File: src/rtl/sim_sequencer_if.sv
// rtl/sim_sequencer_if.sv - load/step handshake between the run-control sequencer and the physics engine
interface sim_sequencer_if;
  logic load;
  logic step_req;
  logic step_done;

  modport master (output load, output step_req, input step_done);
  modport slave  (input load, input step_req, output step_done);
endinterface

File: src/rtl/sim_sequencer.sv
// rtl/sim_sequencer.sv - run-control sequencer pacing physics steps to frame ticks
// Optional single-step button path is built only when SIM_SINGLE_STEP_EN is defined.
module sim_debounce #(
  parameter int W        = 1,
  parameter int DEBOUNCE = 4
) (
  input  logic         clock_162,
  input  logic         rst,
  input  logic [W-1:0] raw,
  output logic [W-1:0] deb
);
  localparam int CW = $clog2(DEBOUNCE + 1);

  logic [W-1:0]  s1, s2, prev;
  logic [CW-1:0] cnt, cnt_next;

  // cnt_next = number of consecutive cycles s2 has held its current value
  always_comb begin
    if (s2 != prev)
      cnt_next = CW'(1);
    else if (cnt < CW'(DEBOUNCE))
      cnt_next = cnt + CW'(1);
    else
      cnt_next = cnt;
  end

  always_ff @(posedge clock_162) begin
    if (rst) begin
      s1   <= '0;
      s2   <= '0;
      prev <= '0;
      cnt  <= '0;
      deb  <= '0;
    end else begin
      s1   <= raw;
      s2   <= s1;
      prev <= s2;
      cnt  <= cnt_next;
      if (cnt_next == CW'(DEBOUNCE))
        deb <= s2;
    end
  end
endmodule

module sim_sequencer #(
  parameter int DEBOUNCE    = 1_620_000,
  parameter int LOAD_CYCLES = 4,
  parameter int TICK_DIV    = 1,
  parameter int OVR_W       = 8
) (
  input  logic             clock_162,
  input  logic             rst,
  input  logic [15:0]      sel,
  input  logic             pause_btn,
  input  logic             step_btn,
  input  logic             frame_tick,
  sim_sequencer_if.master  eng,
  output logic [15:0]      scenario,
  output logic             running,
  output logic [31:0]      step_count,
  output logic [OVR_W-1:0] overruns
);
  localparam int LW = $clog2(LOAD_CYCLES + 1);
  localparam int DW = $clog2(TICK_DIV + 1);

  typedef enum logic [1:0] {S_LOAD, S_WAIT, S_STEP} state_t;

  state_t            state, state_d;
  logic [LW-1:0]     load_cnt, load_cnt_d;
  logic [DW-1:0]     div, div_d;
  logic [15:0]       scenario_d, sel_deb;
  logic              load_q, load_d, step_req_q, step_req_d, running_d;
  logic [31:0]       step_count_d;
  logic [OVR_W-1:0]  overruns_d;
  logic              pause_deb, pause_deb_q, pause_press, step_press;
  logic              div_done, load_done, sel_changed;

  sim_debounce #(.W(16), .DEBOUNCE(DEBOUNCE)) u_sel_db (
    .clock_162(clock_162), .rst(rst), .raw(sel), .deb(sel_deb)
  );

  sim_debounce #(.W(1), .DEBOUNCE(DEBOUNCE)) u_pause_db (
    .clock_162(clock_162), .rst(rst), .raw(pause_btn), .deb(pause_deb)
  );

  assign pause_press = pause_deb & ~pause_deb_q;

`ifdef SIM_SINGLE_STEP_EN
  logic step_deb, step_deb_q;

  sim_debounce #(.W(1), .DEBOUNCE(DEBOUNCE)) u_step_db (
    .clock_162(clock_162), .rst(rst), .raw(step_btn), .deb(step_deb)
  );

  always_ff @(posedge clock_162) begin
    if (rst) step_deb_q <= 1'b0;
    else     step_deb_q <= step_deb;
  end

  assign step_press = step_deb & ~step_deb_q;
`else
  logic unused_step_btn;
  assign unused_step_btn = step_btn;
  assign step_press      = 1'b0;
`endif

  assign div_done    = (div == DW'(TICK_DIV - 1));
  assign load_done   = (load_cnt == LW'(LOAD_CYCLES));
  assign sel_changed = (sel_deb != scenario);

  always_ff @(posedge clock_162) begin
    if (rst) begin
      state       <= S_LOAD;
      load_cnt    <= '0;
      div         <= '0;
      scenario    <= '0;
      load_q      <= 1'b0;
      step_req_q  <= 1'b0;
      running     <= 1'b0;
      step_count  <= '0;
      overruns    <= '0;
      pause_deb_q <= 1'b0;
    end else begin
      state       <= state_d;
      load_cnt    <= load_cnt_d;
      div         <= div_d;
      scenario    <= scenario_d;
      load_q      <= load_d;
      step_req_q  <= step_req_d;
      running     <= running_d;
      step_count  <= step_count_d;
      overruns    <= overruns_d;
      pause_deb_q <= pause_deb;
    end
  end

  always_comb begin
    state_d = state;
    case (state)
      S_LOAD: if (load_done) state_d = S_WAIT;
      S_WAIT: begin
        if (sel_changed)
          state_d = S_LOAD;
        else if (running && frame_tick) begin
          if (div_done) state_d = S_STEP;
        end else if (!running && step_press)
          state_d = S_STEP;
      end
      S_STEP: if (eng.step_done) state_d = S_WAIT;
      default: state_d = S_LOAD;
    endcase
  end

  // Next values of the registered outputs; a pause press toggles running in every state.
  always_comb begin
    load_cnt_d   = load_cnt;
    div_d        = div;
    scenario_d   = scenario;
    load_d       = load_q;
    step_req_d   = step_req_q;
    running_d    = running ^ pause_press;
    step_count_d = step_count;
    overruns_d   = overruns;
    case (state)
      S_LOAD: begin
        if (load_done) begin
          load_d     = 1'b0;
          load_cnt_d = '0;
        end else begin
          load_d     = 1'b1;
          load_cnt_d = load_cnt + LW'(1);
        end
      end
      S_WAIT: begin
        if (sel_changed) begin
          scenario_d   = sel_deb;
          load_cnt_d   = '0;
          div_d        = '0;
          step_req_d   = 1'b0;
          step_count_d = '0;
          overruns_d   = '0;
        end else if (running && frame_tick) begin
          if (div_done) begin
            div_d      = '0;
            step_req_d = 1'b1;
          end else begin
            div_d = div + DW'(1);
          end
        end else if (!running && step_press) begin
          step_req_d = 1'b1;
        end
      end
      S_STEP: begin
        if (eng.step_done) begin
          step_req_d   = 1'b0;
          step_count_d = step_count + 32'd1;
        end else if (frame_tick && (overruns != '1)) begin
          overruns_d = overruns + OVR_W'(1);
        end
      end
      default: ;
    endcase
  end

  assign eng.load     = load_q;
  assign eng.step_req = step_req_q;
endmodule

File: src/flat_wrapper.sv
// flat-port wrapper written by rule: the top's interface ports become plain ports
module sim_sequencer_flat 
#(
  parameter int DEBOUNCE    = 1_620_000,
  parameter int LOAD_CYCLES = 4,
  parameter int TICK_DIV    = 1,
  parameter int OVR_W       = 8
)
  (clock_162, rst, sel, pause_btn, step_btn, frame_tick, scenario, running, step_count, overruns, eng_load, eng_step_req, eng_step_done);
  sim_sequencer_if eng_i ();
  input  logic clock_162;
  input  logic rst;
  input  logic [15:0] sel;
  input  logic pause_btn;
  input  logic step_btn;
  input  logic frame_tick;
  output logic [15:0] scenario;
  output logic running;
  output logic [31:0] step_count;
  output logic [OVR_W-1:0] overruns;
  output wire logic [$bits(eng_i.load)-1:0] eng_load;
  output wire logic [$bits(eng_i.step_req)-1:0] eng_step_req;
  input wire logic [$bits(eng_i.step_done)-1:0] eng_step_done;
  assign eng_load = eng_i.load;
  assign eng_step_req = eng_i.step_req;
  assign eng_i.step_done = eng_step_done;
  sim_sequencer #(.DEBOUNCE(DEBOUNCE), .LOAD_CYCLES(LOAD_CYCLES), .TICK_DIV(TICK_DIV), .OVR_W(OVR_W)) u_core (.clock_162(clock_162), .rst(rst), .sel(sel), .pause_btn(pause_btn), .step_btn(step_btn), .frame_tick(frame_tick), .eng(eng_i), .scenario(scenario), .running(running), .step_count(step_count), .overruns(overruns));
endmodule
File: config.mk
export PLATFORM = sky130hd
export DESIGN_NAME = sim_sequencer_flat
export DESIGN_NICKNAME = d
export VERILOG_FILES = /design/src/rtl/sim_sequencer_if.sv /design/src/rtl/sim_sequencer.sv /design/src/flat_wrapper.sv
export SDC_FILE = /design/constraint.sdc
export NUM_CORES = 1
export LEC_CHECK = 0
export ABC_AREA = 0
export CORE_ASPECT_RATIO = 0.9
export CORE_MARGIN = 8
export CORE_UTILIZATION = 55
export CTS_CLUSTER_DIAMETER = 80
export DETAILED_ROUTE_END_ITERATION = 6
export GPL_TIMING_DRIVEN = 0
export HOLD_SLACK_MARGIN = 0.12
export PLACE_DENSITY = 0.78
export SLEW_MARGIN = 20
export SYNTH_ARGS = -nofsm -noshare
export SYNTH_HDL_FRONTEND = slang
export SYNTH_SLANG_ARGS = --single-unit
export TNS_END_PERCENT = 30
File: constraint.sdc
create_clock -name clock_162 -period 3.4 [get_ports clock_162]
set_input_delay 1.02 -clock clock_162 [delete_from_list [all_inputs] [get_ports clock_162]]
set_output_delay 1.02 -clock clock_162 [all_outputs]
set_load 0.01 [all_outputs]
==> results of run 1 <==
==> per-stage QoR <==
stage	power (uW)	util (%)	TNS, ps	instance area (um2)
after detailed placement	2450	63.2	-1950	8780
after CTS	4420	67.6	0	9400
after global routing	4560	68.1	-27.0	9460
final	4380	68.1	0	9460
after floorplan	2360	-	0	7750
after global placement	2440	63.2	-2400	8780
==> cell usage in the layout, fill, tap and decap left out, drive strengths merged, types with 2 or more instances in the layout <==
master,n
dfxtp,175
nor2,109
clkdlybuf4s50,79
nand2,71
nor2b,65
xnor2,51
xor2,46
clkbuf,45
nand3,30
inv,30
a21oi,26
nand4,23
mux2,19
nor4,18
mux2i,17
nor3,15
o21ai,15
and3,14
a31oi,11
and2b,11
ha,10
buf,9
or3,8
or4,7
nand2b,6
a211oi,5
and4,4
nor4b,4
a41oi,4
nand3b,3
a2111oi,3
o211ai,2
o31ai,2
a21o,2
bufinv,2
clkinvlp,2
or2,2
o311ai,2
==> cells by family after synthesis <==
family          count (synthesis)  synth area share, %
compound gates                 84                 7.22
mux                            36                 5.44
simple gates                  393                 26.6
flops                         175                 45.2
xor+xnor                       97                 11.0
buf+inv                        55                 3.00
fa+ha+maj                      10                 1.61
==> registers in the layout, summed over array words and instances, names as in the netlist, 2 cells and up <==
signal                 count
u_core.load_cnt            3
u_core.u_sel_db.s1        16
u_core.state               2
u_core.u_sel_db.prev      16
u_core.u_sel_db.deb       16
u_core.u_sel_db.cnt       21
u_core.u_sel_db.s2        16
u_core.step_count         32
u_core.u_pause_db.cnt     21
u_core.scenario           16
u_core.overruns            8
==> power breakdown <==
part	total [uW]	switching [uW]	internal (uW)	leakage, uW
combinational	284	168	116	0.00183
sequential	2120	28.4	2090	0.00142
clock	1970	866	1110	0.000288
total	4380	1060	3320	0.00353
==> layout make-up <==
class | count | area (um2)
Timing Repair Buffer | 83 | 825
Tap cell | 193 | 241
Buffer | 33 | 150
Clock buffer | 17 | 425
Inverter | 20 | 75.1
Multi-Input combinational cell | 620 | 4070
Fill cell | 1067 | 4440
Clock inverter | 14 | 170
Sequential cell | 175 | 3500
==> timing repair <==
action / 4_1_cts / 5_1_grt
pin swaps: 1 / 2
gates resized for setup: 1 / 9
buffers inserted: 3 / 1
setup endpoints to repair: 11 / 16
hold endpoints to repair: 0 / 0
==> how the worst max path moves through the flow <==
| stage | endpoint | slack, ps | cells past startpoint |
|---|---|---|---|
| 5_1_grt | u_core.u_pause_db.deb$_SDFFE_PP0N_ | -30 | 8 |
| 2_1_floorplan | u_core.u_sel_db.deb[10]$_SDFFE_PP0N_ | 380 | 10 |
| 6_report | u_core.u_sel_db.deb[11]$_SDFFE_PP0N_ | 170 | 11 |
| 3_3_place_gp | u_core.u_sel_db.deb[14]$_SDFFE_PP0N_ | -140 | 10 |
| 4_1_cts | u_core.u_pause_db.deb$_SDFFE_PP0N_ | 70 | 9 |
| 3_5_place_dp | u_core.u_pause_db.deb$_SDFFE_PP0N_ | -160 | 9 |
==> metal layers <==
metal	track usage, %	vias to the layer above	wire, um
met5	0	-	0
met4	7.45	0	289
met3	4.29	21	805
met2	32.1	138	8060
met1	22.9	2880	7670
li1	-	3106	-
==> critical path, delay by kind of cell, from the launching register on <==
kind / cells / cell delay (ps)
flip-flops: 1 / 370
buffers and inverters: 3 / 460
multiplexers: 1 / 310
AO/OA/AOI/OAI: 3 / 820
AND/OR/NAND/NOR: 4 / 1140
==> results.py, run 1 <==
metrics = {
    "status": {
        "status": "completed",
    },
    "timing": {
        "worst_slew_pin_slew_ps": 907,
        "fin_ws_ps": 170,
        "hold_viol": 0,
        "setup_viol": 0,
        "whs_ps": 437,
        "finalCritPeriodShare_pct": 95.0,
        "skew_ps": 8.52,
        "period_minus_slack_ps": 3230,
        "fmax_mhz": 310,
        "drv_slew": 0,
        "slew_headroom_pct": 39.0,
    },
    "clock_tree": {
        "cts_tree": "done",
        "htree_levels": 4,
        "cts.sinks": 175,
        "cts_buffer_depth": 2,
        "cts-root-buf": "clkbuf_16",
        "cts_buffers": 17,
        "clock_latency_ps": 430,
        "cts_hold_buf": 0,
        "clk_pin_slew_worst_paths_ps": 70,
    },
    "routing": {
        "drt_iter0_drc": 373,
        "drcViolationCount": 0,
        "first_pass_iters": 4,
        "via_count": 6145,
        "viasPerCell": 5.32,
        "drt-total-wl_um": 16800,
        "ant_nets": 0,
        "wire_per_inst_um": 14.6,
    },
    "synthesis": {
        "syn_inst": 850,
        "yosysUniqueCellTypes": 66,
        "synth_ff_type": "dfxtp_1",
        "avgSynthCellArea_um2": 9.12,
        "synth_edf_count": 0,
        "synth_area_leaders": "dfxtp_1, xnor2_1, nor2b_1, xor2_1, nor2_1",
        "yosysWarnings": 0,
        "seq_area_frac_synth_pct": 45.2,
        "synthMostInstantiatedCell": "dfxtp_1",
        "synth_top_area_cell": "dfxtp_1",
        "synth_common_cells": "dfxtp_1, nor2_1, nand2_1",
        "syn-cell-area_mm2": 0.00775,
        "synth_nets": 882,
        "synth_top_area_share_pct": 45.2,
        "ys_seq_elements": 175,
        "synth-async-reset-ratio_pct": 0,
    },
    "power": {
        "p_leak_uw": 0.00353,
        "ir_drop_mv": 0.404,
        "powerDensity_mw_per_mm2": 463,
    },
    "min_path": {
        "hold_path.class": "reg -> reg",
        "min_delay_worst_endpoint": "u_core.u_sel_db.s2[7]$_SDFF_PP0_",
        "whs_path_depth": 1,
        "min_from": "u_core.u_sel_db.s1[7]$_SDFF_PP0_",
    },
    "critical_path": {
        "critical_path_arrival_ps": 3560,
        "r2r-start": "u_core.u_sel_db.cnt[14]$_SDFF_PP0_",
        "crit_fanout": 10,
        "rrSetupSlack_ps": 170,
        "cp-end-kind": "register",
        "timing.rr.end": "u_core.u_sel_db.deb[11]$_SDFFE_PP0N_",
        "cp.required_ps": 3730,
        "cp_slowest_stage_delay_ps": 480,
        "critPathKind": "reg -> reg",
        "r2r_cells": 11,
        "cpMaxStageDelayCell": "or4_4",
        "worstSetupStartpoint": "u_core.u_sel_db.cnt[14]$_SDFF_PP0_",
        "critPathLaunchType": "register",
        "critical_path.cell_chain": "a2111oi_4, nor2_2, or2_1, buf_6, o32ai_1, o311ai_1, or4_4, nor4_4, buf_6, buf_8, mux2_4",
        "path_common_cell": "buf_6",
    },
    "floorplanning": {
        "chipWidth_um": 141,
        "die-area_mm2": 0.0182,
        "rows": 41,
        "pin_count": 81,
        "dieHeight_um": 129,
        "coreArea_mm2": 0.0139,
        "start_util_pct": 55.7,
    },
    "layout": {
        "drive_gt1_share_pct": 8.21,
        "fin_cells": 1155,
        "area_delta_synth_final_pct": 22.1,
        "diodes": 0,
        "final_net_count": 982,
    },
    "placed_design": {
        "port-buffer-count": 79,
        "post-place-cells": 1122,
        "dp_hpwl_um": 12100,
        "place_worst_setup_slack_ps": -157,
        "place_congestion": 0.889,
    },
    "grt": {
        "grt_usage_pct": 18.9,
        "grt_pass1_vias": 5933,
        "grt_max_degree": 18,
        "grt_pass1_wl_um": 27900,
        "antenna_found_initial": 0,
        "grt-ovfl-total": 0,
    },
    "flow_run": {
        "maxCapViolations": 0,
    },
}
No activity file was read; power rests on OpenSTA's default activity.
==> run 2: changes to the inputs <==
- RECOVER_POWER: default -> 50
==> run 2 against run 1 <==
- global-route usage did not move
- combinational power about the same
- critical path type unchanged
- critical path depth is the same
- largest power group unchanged
- register-to-register slack about the same
- sequential cell count stayed put
- via count is 0.23% higher
==> results.py, run 2 (same netlist as run 1, synthesis figures left out) <==
metrics = {
    "critical_path": {
        "timing.rr.end": "u_core.u_sel_db.deb[11]$_SDFFE_PP0N_",
        "r2r_cells": 11,
        "cp-end-kind": "register",
        "crit_fanout": 10,
        "r2r-start": "u_core.u_sel_db.cnt[14]$_SDFF_PP0_",
        "cp.required_ps": 3730,
        "critPathLaunchType": "register",
        "critPathKind": "reg -> reg",
        "critical_path_arrival_ps": 3560,
        "rrSetupSlack_ps": 170,
    },
    "power": {
        "power_uw": 4380,
        "powerDensity_mw_per_mm2": 463,
        "ir_drop_mv": 0.405,
        "p_leak_uw": 0.00374,
    },
    "timing": {
        "drv_slew": 0,
        "period_minus_slack_ps": 3230,
        "slew_headroom_pct": 39.2,
        "whs_ps": 437,
        "finalCritPeriodShare_pct": 95.0,
        "totalNegativeSetupSlack_ps": 0,
        "skew_ps": 7.97,
        "hold_viol": 0,
        "setup_viol": 0,
        "fin_ws_ps": 169,
        "fmax_mhz": 310,
        "worst_slew_pin_slew_ps": 903,
    },
    "routing": {
        "wire_per_inst_um": 14.6,
        "via_count": 6159,
        "drt-total-wl_um": 16800,
        "drcViolationCount": 0,
        "viasPerCell": 5.33,
        "drt_iter0_drc": 366,
        "first_pass_iters": 5,
        "ant_nets": 0,
    },
    "min_path": {
        "min_delay_worst_endpoint": "u_core.u_sel_db.s2[7]$_SDFF_PP0_",
        "whs_path_depth": 1,
        "min_from": "u_core.u_sel_db.s1[7]$_SDFF_PP0_",
        "hold_path.class": "reg -> reg",
    },
    "layout": {
        "final_net_count": 982,
        "fillCellCount": 1067,
        "final_common_cell": "dfxtp_1",
        "diodes": 0,
        "area_delta_synth_final_pct": 22.1,
        "largest_reg_flops": 32,
        "regMostFlops": "u_core.step_count",
        "layout.cells.most_common_list": "dfxtp_1, nor2_1, nand2_1, nor2b_1, dlygate4sd3_1",
        "fin_util_pct": 68.1,
        "biggestRegsByFlops": "u_core.step_count: 32 flops, u_core.u_pause_db.cnt: 21 flops, u_core.u_sel_db.cnt: 21 flops",
        "drive_gt1_share_pct": 8.21,
    },
    "flow_run": {
        "maxCapViolations": 0,
    },
    "floorplanning": {
        "dieHeight_um": 129,
        "chipWidth_um": 141,
        "pin_count": 81,
        "rows": 41,
        "die-area_mm2": 0.0182,
        "start_util_pct": 55.7,
        "coreArea_mm2": 0.0139,
    },
    "grt": {
        "antenna_found_initial": 0,
        "grt-ovfl-total": 0,
        "grt_pass1_wl_um": 27900,
        "grt_max_degree": 18,
        "grt_pass1_vias": 5933,
        "grt_usage_pct": 18.9,
    },
    "placed_design": {
        "dp_hpwl_um": 12100,
        "place_worst_setup_slack_ps": -157,
        "port-buffer-count": 79,
        "place_congestion": 0.889,
    },
    "clock_tree": {
        "htree_levels": 4,
        "clock_latency_ps": 430,
        "clk_pin_slew_worst_paths_ps": 70,
        "cts-root-buf": "clkbuf_16",
        "cts_buffer_depth": 2,
        "cts.sinks": 175,
        "cts_buffers": 17,
        "cts_tree": "done",
        "cts_hold_buf": 0,
    },
    "status": {
        "status": "completed",
    },
}
## run 2: cell count changes in the layout (fill, tap and decap cells not counted), sizes merged
cell,before,now
dlygate4sd3,0,60
clkdlybuf4s50,79,19
## run 2: final cells by class
class | count | area, um2 | share of cell area [%]
Multi-Input combinational cell | 620 | 4070 | 43.0
Tap cell | 193 | 241 | 2.55
Buffer | 33 | 150 | 1.59
Clock inverter | 14 | 170 | 1.80
Sequential cell | 175 | 3500 | 37.0
Clock buffer | 17 | 425 | 4.50
Inverter | 20 | 75.1 | 0.793
Timing Repair Buffer | 83 | 825 | 8.71
## run 2: routing by layer
metal	part of all wire (%)	vias to the layer above	track usage, %	wire length (um)
met1	46	2883	22.9	7670
met5	0	-	0	0
li1	-	3106	-	-
met3	4.9	22	4.29	818
met2	48	148	32.1	8030
met4	1.7	0	7.45	294
## run 2: worst max-delay path, stage by stage, from the launching register on
cell	delay [ps]
dfxtp_1	370
a2111oi_4	380
nor2_2	120
or2_1	250
buf_6	140
o32ai_1	290
o311ai_1	150
or4_4	480
nor4_4	290
buf_6	160
buf_8	160
mux2_4	310
## run 2: through the flow
step                instances  instance area [um2]
floorplan                 850                 7750
global placement         1122                 8780
detailed placement       1122                 8780
CTS                      1156                 9400
global route             1155                 9460
finish                   1155                 9460
## run 2: what timing repair did
action	4_1_cts	5_1_grt
setup buffers	3	1
setup endpoints to repair	11	16
pin swaps	1	2
resized for setup	1	9
## run 2: worst max-delay path by stage
stage | from | endpoint | cells past startpoint
3_3_place_gp | u_core.u_sel_db.cnt[0]$_SDFF_PP0_ | u_core.u_sel_db.deb[14]$_SDFFE_PP0N_ | 10
3_5_place_dp | u_core.u_pause_db.cnt[7]$_SDFF_PP0_ | u_core.u_pause_db.deb$_SDFFE_PP0N_ | 9
4_1_cts | u_core.u_pause_db.cnt[7]$_SDFF_PP0_ | u_core.u_pause_db.deb$_SDFFE_PP0N_ | 9
2_1_floorplan | u_core.u_sel_db.cnt[9]$_SDFF_PP0_ | u_core.u_sel_db.deb[10]$_SDFFE_PP0N_ | 10
6_report | u_core.u_sel_db.cnt[14]$_SDFF_PP0_ | u_core.u_sel_db.deb[11]$_SDFFE_PP0N_ | 11
5_1_grt | u_core.u_pause_db.cnt[14]$_SDFF_PP0_ | u_core.u_pause_db.deb$_SDFFE_PP0N_ | 8
## run 2: power breakdown
group          internal [uW]  switching [uW]
clock                   1110             868
combinational            115             168
sequential              2090            28.2
